<file path="src/rtl/pci_rr_arbiter_if.sv">
// PCI arbiter bus bundle: REQ#/GNT# per master plus shared FRAME#/IRDY# and owner status.
// master modport is the arbiter side; slave modport is the masters/bus side.
interface pci_rr_arbiter_if #(
  parameter int N_MASTERS = 8
);
  localparam int W = (N_MASTERS > 1) ? $clog2(N_MASTERS) : 1;

  logic [N_MASTERS-1:0] req_n;
  logic                 frame_n;
  logic                 irdy_n;
  logic [N_MASTERS-1:0] gnt_n;
  logic [W-1:0]         owner;
  logic                 owner_vld;

  modport master (
    input  req_n, frame_n, irdy_n,
    output gnt_n, owner, owner_vld
  );

  modport slave (
    output req_n, frame_n, irdy_n,
    input  gnt_n, owner, owner_vld
  );
endinterface

</file>
<file path="src/rtl/pci_rr_arbiter.sv">
// Round-robin PCI bus arbiter (IDLE/GRANT/BUSY), registered GNT#, 1-clock request-to-grant latency.
// Optional grant timeout when ARB_TIMEOUT_EN is defined; without it GRANT waits for FRAME# or REQ# withdrawal.
module pci_rr_arbiter #(
  parameter int N_MASTERS = 8,
  parameter int TIMEOUT   = 16
) (
  input  logic                clk,
  input  logic                rst,
  pci_rr_arbiter_if.master    bus
);
  localparam int W = (N_MASTERS > 1) ? $clog2(N_MASTERS) : 1;
  localparam logic [N_MASTERS-1:0] ALL1 = '1;

  if (N_MASTERS < 2 || N_MASTERS > 16 || TIMEOUT < 2 || TIMEOUT > 255) begin : g_bad_cfg
    $error("pci_rr_arbiter: parameter out of range");
  end

  typedef enum logic [1:0] {IDLE, GRANT, BUSY} state_t;

  state_t               state_q, state_d;
  logic [N_MASTERS-1:0] gnt_q, gnt_d;
  logic [W-1:0]         owner_q, owner_d;
  logic [W-1:0]         ptr_q, ptr_d;
  logic                 vld_q, vld_d;
  logic                 rel_q;
  logic                 win_found;
  logic [W-1:0]         win_idx;
  logic [W:0]           rr_sum;
  logic                 bus_idle;
  logic                 own_req;
  logic                 tmo_hit;

  assign bus_idle = bus.frame_n & bus.irdy_n;
  assign own_req  = ~bus.req_n[owner_q];

  // Round-robin search starting just above the last winner, wrapping to 0.
  always_comb begin
    win_found = 1'b0;
    win_idx   = '0;
    rr_sum    = '0;
    for (int i = 1; i <= N_MASTERS; i++) begin
      rr_sum = {1'b0, ptr_q} + (W+1)'(i);
      if (rr_sum >= (W+1)'(N_MASTERS)) rr_sum = rr_sum - (W+1)'(N_MASTERS);
      if (!win_found && !bus.req_n[rr_sum[W-1:0]]) begin
        win_found = 1'b1;
        win_idx   = rr_sum[W-1:0];
      end
    end
  end

  always_comb begin
    state_d = state_q;
    gnt_d   = gnt_q;
    owner_d = owner_q;
    ptr_d   = ptr_q;
    case (state_q)
      IDLE: begin
        gnt_d = ALL1;
        if (rel_q && win_found && bus_idle) begin
          state_d          = GRANT;
          gnt_d[win_idx]   = 1'b0;
          owner_d          = win_idx;
          ptr_d            = win_idx;
        end
      end
      GRANT: begin
        if (!bus.frame_n) begin
          state_d = BUSY;
        end else if (!own_req || tmo_hit) begin
          state_d = IDLE;
          gnt_d   = ALL1;
        end
      end
      BUSY: begin
        // Once released, the grant stays off until the transaction drains.
        if (!own_req || (&gnt_q)) begin
          gnt_d = ALL1;
          if (bus_idle) state_d = IDLE;
        end
      end
      default: begin
        state_d = IDLE;
        gnt_d   = ALL1;
      end
    endcase
    vld_d = ~(&gnt_d);
  end

`ifdef ARB_TIMEOUT_EN
  localparam logic [7:0] TMO_LAST = 8'(TIMEOUT - 1);
  logic [7:0] cnt_q, cnt_d;

  assign tmo_hit = (state_q == GRANT) && (cnt_q == TMO_LAST);

  always_comb begin
    cnt_d = cnt_q;
    if (state_q == IDLE && state_d == GRANT) cnt_d = '0;
    else if (state_q == GRANT)               cnt_d = cnt_q + 8'd1;
  end

  always_ff @(posedge clk or negedge rst) begin
    if (!rst) cnt_q <= '0;
    else      cnt_q <= cnt_d;
  end
`else
  assign tmo_hit = 1'b0;
`endif

  // rel_q blocks a grant on the first edge after reset release.
  always_ff @(posedge clk or negedge rst) begin
    if (!rst) begin
      state_q <= IDLE;
      gnt_q   <= ALL1;
      owner_q <= '0;
      ptr_q   <= W'(N_MASTERS - 1);
      vld_q   <= 1'b0;
      rel_q   <= 1'b0;
    end else begin
      state_q <= state_d;
      gnt_q   <= gnt_d;
      owner_q <= owner_d;
      ptr_q   <= ptr_d;
      vld_q   <= vld_d;
      rel_q   <= 1'b1;
    end
  end

  assign bus.gnt_n     = gnt_q;
  assign bus.owner     = owner_q;
  assign bus.owner_vld = vld_q;
endmodule

</file>
<file path="src/flat_wrapper.sv">
// flat-port wrapper written by rule: the top's interface ports become plain ports
module pci_rr_arbiter_flat 
#(
  parameter int N_MASTERS = 8,
  parameter int TIMEOUT   = 16
)
  (clk, rst, bus_req_n, bus_frame_n, bus_irdy_n, bus_gnt_n, bus_owner, bus_owner_vld);
  pci_rr_arbiter_if #(.N_MASTERS(N_MASTERS)) bus_i ();
  input  logic clk;
  input  logic rst;
  input wire logic [$bits(bus_i.req_n)-1:0] bus_req_n;
  input wire logic [$bits(bus_i.frame_n)-1:0] bus_frame_n;
  input wire logic [$bits(bus_i.irdy_n)-1:0] bus_irdy_n;
  output wire logic [$bits(bus_i.gnt_n)-1:0] bus_gnt_n;
  output wire logic [$bits(bus_i.owner)-1:0] bus_owner;
  output wire logic [$bits(bus_i.owner_vld)-1:0] bus_owner_vld;
  assign bus_i.req_n = bus_req_n;
  assign bus_i.frame_n = bus_frame_n;
  assign bus_i.irdy_n = bus_irdy_n;
  assign bus_gnt_n = bus_i.gnt_n;
  assign bus_owner = bus_i.owner;
  assign bus_owner_vld = bus_i.owner_vld;
  pci_rr_arbiter #(.N_MASTERS(N_MASTERS), .TIMEOUT(TIMEOUT)) u_core (.clk(clk), .rst(rst), .bus(bus_i));
endmodule
</file>
<file path="config.mk">
export PLATFORM = sky130hd
export DESIGN_NAME = pci_rr_arbiter_flat
export DESIGN_NICKNAME = d
export VERILOG_FILES = /design/src/rtl/pci_rr_arbiter_if.sv /design/src/rtl/pci_rr_arbiter.sv /design/src/flat_wrapper.sv
export SDC_FILE = /design/constraint.sdc
export NUM_CORES = 1
export LEC_CHECK = 0
export ABC_AREA = 1
export ABC_CLOCK_PERIOD_IN_PS = 4900
export BUFFER_PORTS_ARGS = -buffer_cell sky130_fd_sc_hd__clkbuf_2
export CAP_MARGIN = 20
export CORE_MARGIN = 2
export CORE_UTILIZATION = 63
export CTS_CLUSTER_DIAMETER = 30
export DETAILED_ROUTE_END_ITERATION = 10
export PLACE_DENSITY = 0.88
export SYNTH_ARGS = -nofsm -noshare
export SYNTH_HDL_FRONTEND = slang
export SYNTH_SLANG_ARGS = --single-unit
</file>
<file path="constraint.sdc">
create_clock -name clk -period 4.9 [get_ports clk]
set_input_delay 0.98 -clock clk [delete_from_list [all_inputs] [get_ports clk]]
set_output_delay 0.98 -clock clk [all_outputs]
set_load 0.01 [all_outputs]
</file>
==> impl_metrics.xml <==
<?xml version="1.0" encoding="UTF-8"?>
<metrics>
  <group name="placement">
    <metric name="placement.io_buffers" unit="">23</metric>
    <metric name="placed_cell_area" unit="µm²">2040</metric>
    <metric name="place_hpwl" unit="µm">3850</metric>
    <metric name="routabilityCongestion" unit="">0.951</metric>
  </group>
  <group name="yosys">
    <metric name="synthesis.area_per_instance" unit="µm²">6.76</metric>
    <metric name="post_synth_and_or_nand_nor_area_fraction" unit="">0.509</metric>
    <metric name="dominantRegCellSynth" unit="">sky130_fd_sc_hd__dfstp_2</metric>
    <metric name="yosys.area_share.xor_xnor" unit="">0.0129</metric>
    <metric name="yosys.cell_count.top_type" unit="">sky130_fd_sc_hd__nand2_1</metric>
    <metric name="syn-cell-area" unit="µm²">1950</metric>
    <metric name="main_combinational_cell_family_by_area_after_synthesis" unit="">simple AND/OR/NAND/NOR gates</metric>
    <metric name="yosys_warnings" unit="">0</metric>
    <metric name="synth_edf_count" unit="">0</metric>
    <metric name="synth_top_cell_area_share" unit="">0.156</metric>
    <metric name="netlist_top_cells_area" unit="">sky130_fd_sc_hd__nand2_1, sky130_fd_sc_hd__dfstp_2, sky130_fd_sc_hd__dfrtp_1</metric>
    <metric name="post-synth-top-area-cell" unit="">sky130_fd_sc_hd__nand2_1</metric>
    <metric name="synth_compound_area_frac" unit="">0.127</metric>
    <metric name="post_synth_num_cell_types" unit="">38</metric>
    <metric name="synth-seq-area-share" unit="">0.239</metric>
    <metric name="adder_and_majority_gate_portion_of_the_synthesized_area" unit="">0.0129</metric>
    <metric name="synth_common_cells" unit="">sky130_fd_sc_hd__nand2_1, sky130_fd_sc_hd__nand3_1, sky130_fd_sc_hd__o21ai_0</metric>
    <metric name="synth_seq_cells" unit="">18</metric>
    <metric name="syn_inst" unit="">288</metric>
    <metric name="synth_async_sr_flop_share" unit="">1.00</metric>
    <metric name="synth_fp_nets" unit="">302</metric>
    <metric name="synthMuxAreaShare" unit="">0</metric>
  </group>
  <group name="cells_and_area">
    <metric name="utilization" unit="">0.693</metric>
    <metric name="fin_nets" unit="">323</metric>
    <metric name="fin_area" unit="µm²">2080</metric>
    <metric name="antenna-diode-count" unit="">0</metric>
    <metric name="drive_above_1_share" unit="">0.328</metric>
    <metric name="area_growth_syn_to_layout" unit="%">6.88</metric>
  </group>
  <group name="min_path">
    <metric name="worstHoldPathType" unit="">in2async</metric>
  </group>
  <group name="floorplanning">
    <metric name="die_width" unit="µm">59.6</metric>
    <metric name="die_h" unit="µm">59.6</metric>
    <metric name="ioPinCount" unit="">24</metric>
    <metric name="core_region_area" unit="µm²">3000</metric>
    <metric name="die_area" unit="µm²">3550</metric>
    <metric name="std_cell_rows" unit="">20</metric>
    <metric name="initial_utilization" unit="">0.648</metric>
  </group>
  <group name="critical_path">
    <metric name="timing.critical_path.from" unit="">u_core.ptr_q[0]</metric>
    <metric name="slowest_stage" unit="">sky130_fd_sc_hd__dfstp_2</metric>
    <metric name="timing.reg2reg.worst_path_depth" unit="">17</metric>
    <metric name="reg2reg_slack" unit="ns">1.75</metric>
    <metric name="critical_path.reg2reg.startpoint" unit="">u_core.ptr_q[0]</metric>
    <metric name="cp_data_required_time" unit="ns">5.10</metric>
    <metric name="worst_endpoint_data_arrival_time" unit="ns">3.36</metric>
    <metric name="critical_path.most_common_cell" unit="">sky130_fd_sc_hd__nand2_1</metric>
    <metric name="timing_worst_setup_path_type" unit="">reg2reg</metric>
    <metric name="r2r-end" unit="">u_core.bus.owner_vld</metric>
    <metric name="cp_slowest_stage_delay" unit="ns">0.68</metric>
    <metric name="worstSetupStartpointType" unit="">flip-flop</metric>
    <metric name="timing.critical_path.cells" unit="">inv_4 -&gt; ha_1 -&gt; inv_2 -&gt; nand3_1 -&gt; nand3_2 -&gt; nand2_2 -&gt; nand3_4 -&gt; nor2_8 -&gt; nand4_2 -&gt; o21bai_1 -&gt; a21oi_1 -&gt; nand2_1 -&gt; nand2_1 -&gt; nand2_1 -&gt; nand2_1 -&gt; nor2_1 -&gt; nand2_1</metric>
    <metric name="cp_max_fo" unit="">11</metric>
    <metric name="end_kind" unit="">flip-flop</metric>
  </group>
  <group name="clocking">
    <metric name="cts_repair_resize_count" unit="">0</metric>
    <metric name="clkSlewWorstSetupHoldPaths" unit="ns">0.11</metric>
    <metric name="clock_tree.htree_level_count" unit="">1</metric>
    <metric name="cts.path.max_buffers" unit="">2</metric>
    <metric name="tritoncts_num_sinks" unit="">18</metric>
    <metric name="postCtsSetupBuffers" unit="">0</metric>
    <metric name="cts_tree" unit="">done</metric>
    <metric name="cts-hold-fix-buffers" unit="">0</metric>
    <metric name="cts-root-buf" unit="">sky130_fd_sc_hd__clkbuf_4</metric>
    <metric name="worstSkewPairLatency" unit="ns">0.30</metric>
    <metric name="cts_buffers" unit="">3</metric>
  </group>
  <group name="detailed_routing">
    <metric name="drc" unit="">0</metric>
    <metric name="detailedRoute.firstPassIterationCount" unit="">4</metric>
    <metric name="routed_via_density" unit="">5.80</metric>
    <metric name="detail_route.wl_per_cell" unit="µm">14.0</metric>
    <metric name="antenna_violating_nets_post_route" unit="">0</metric>
    <metric name="drt-initial-drc-count" unit="">111</metric>
    <metric name="wl" unit="µm">4770</metric>
    <metric name="vias" unit="">1979</metric>
  </group>
  <group name="global_routing">
    <metric name="track_usage" unit="">0.292</metric>
    <metric name="grt_first_pass_wirelength" unit="µm">7870</metric>
    <metric name="grtUsageMet1" unit="">0.385</metric>
    <metric name="groute.layer.met2.usage" unit="">0.493</metric>
    <metric name="globalRoute.busiestLayer" unit="">met2</metric>
    <metric name="grt.overflow.total" unit="">0</metric>
    <metric name="maximum_number_of_pins_on_one_net_before_global_route_repair" unit="">19</metric>
    <metric name="first_global_vias" unit="">1791</metric>
    <metric name="grt_util_met3" unit="">0.0262</metric>
    <metric name="antenna_found_initial" unit="">0</metric>
  </group>
  <group name="sta">
    <metric name="worstMarginPinSlew" unit="ns">0.580</metric>
    <metric name="hold_viol" unit="">0</metric>
    <metric name="slew-limit-headroom" unit="">0.613</metric>
    <metric name="setup_tns" unit="ns">0</metric>
    <metric name="post-route-min-period" unit="ns">3.15</metric>
    <metric name="setup_repair_after_global_routing_missed_its_margin" unit="">no</metric>
    <metric name="final.setup_skew" unit="ns">0.00761</metric>
    <metric name="fin_worst_hold_slack" unit="ns">0.589</metric>
    <metric name="max_freq" unit="GHz">0.317</metric>
    <metric name="period_share" unit="">0.644</metric>
    <metric name="final_setup_viols" unit="">0</metric>
    <metric name="timing.final.max_slew_violations" unit="">0</metric>
  </group>
  <group name="flow_run">
    <metric name="timing.max_cap.violations" unit="">0</metric>
  </group>
  <group name="run_status">
    <metric name="run_status" unit="">finished, final reports clean</metric>
  </group>
</metrics>
[cell type report]
cell class | count | area, µm²
timing repair buffer | 23 | 115
sequential | 18 | 464
fill | 270 | 923
tap | 33 | 41.3
clock buffer | 4 | 36.3
multi-input combinational | 229 | 1290
inverter | 34 | 133
[routing by layer]
metal	up-vias	share of wire
met3	11	0.045
met4	0	0.024
met2	62	0.49
li1	991	-
met1	915	0.44
met5	-	0
[cells in the final DEF (no fill, tap or decap)]
cell type                   n
sky130_fd_sc_hd__dfstp_2   11
sky130_fd_sc_hd__clkinv_1   1
sky130_fd_sc_hd__nand4_2    1
sky130_fd_sc_hd__nand4_1    7
sky130_fd_sc_hd__clkbuf_2  23
sky130_fd_sc_hd__inv_2     12
sky130_fd_sc_hd__nand3_4    2
sky130_fd_sc_hd__a22o_1     2
sky130_fd_sc_hd__a21oi_1   10
sky130_fd_sc_hd__o31ai_1    1
sky130_fd_sc_hd__nor4_1     1
sky130_fd_sc_hd__nand3_1   28
sky130_fd_sc_hd__clkbuf_4   3
sky130_fd_sc_hd__nor2_4     1
sky130_fd_sc_hd__o22ai_1    3
sky130_fd_sc_hd__xnor2_1    1
sky130_fd_sc_hd__nand2_1   81
sky130_fd_sc_hd__xor2_2     1
sky130_fd_sc_hd__nor2_8     1
sky130_fd_sc_hd__nor2_1    16
sky130_fd_sc_hd__ha_1       2
sky130_fd_sc_hd__nor3_1     2
sky130_fd_sc_hd__nand2_2   15
sky130_fd_sc_hd__inv_1     19
sky130_fd_sc_hd__a21boi_2   1
sky130_fd_sc_hd__dfrtp_1    7
sky130_fd_sc_hd__clkbuf_8   1
sky130_fd_sc_hd__nand2_4    6
sky130_fd_sc_hd__conb_1     1
sky130_fd_sc_hd__inv_4      2
sky130_fd_sc_hd__nand3_2   16
sky130_fd_sc_hd__o211ai_1   1
sky130_fd_sc_hd__a21oi_2    1
sky130_fd_sc_hd__nor2_2     4
sky130_fd_sc_hd__o21ai_0   22
sky130_fd_sc_hd__o21bai_1   2
[metrics by stage]
step           std cells  setup slack, ns
2_1_floorplan        288             2.18
3_3_place_gp         337             1.86
3_5_place_dp         337             1.81
4_1_cts              341             1.78
5_1_grt              341             1.50
6_report             341             1.75
[registers in the layout (all words and copies together), names as in the netlist]
signal	cells
u_core.bus.owner	3
u_core.rel_q	1
u_core.ptr_q	3
u_core.state_q	2
u_core.bus.owner_vld	1
u_core.bus.gnt_n	8
[critical path: cells and delay by family, from the launching register on]
family	cells	cell delay, ns
buf+inv	2	0.29
flops	1	0.68
simple gates	12	1.25
compound gates	2	0.35
fa+ha+maj	1	0.49
[how the worst max path moves through the flow]
stage / slack, ns / depth (start not counted) / end
floorplan: 2.18 / 23 / u_core.bus.owner_vld
global placement: 1.86 / 17 / u_core.bus.owner_vld
detailed placement: 1.81 / 17 / u_core.bus.owner_vld
CTS: 1.78 / 17 / u_core.bus.owner_vld
global route: 1.50 / 17 / u_core.bus.owner_vld
finish: 1.75 / 17 / u_core.bus.owner_vld
[logic make-up after synthesis]
logic type | Yosys count
adders and majority gates | 2
AOI/OAI and AO/OA | 43
DFF | 18
and+or+nand+nor | 181
xor gates and xnor gates | 2
other | 1
buffers and inverters | 41
Power is left out: the tool's default activity adds up to more than one toggle a clock period on the data nets, which glitch-free logic cannot reach.
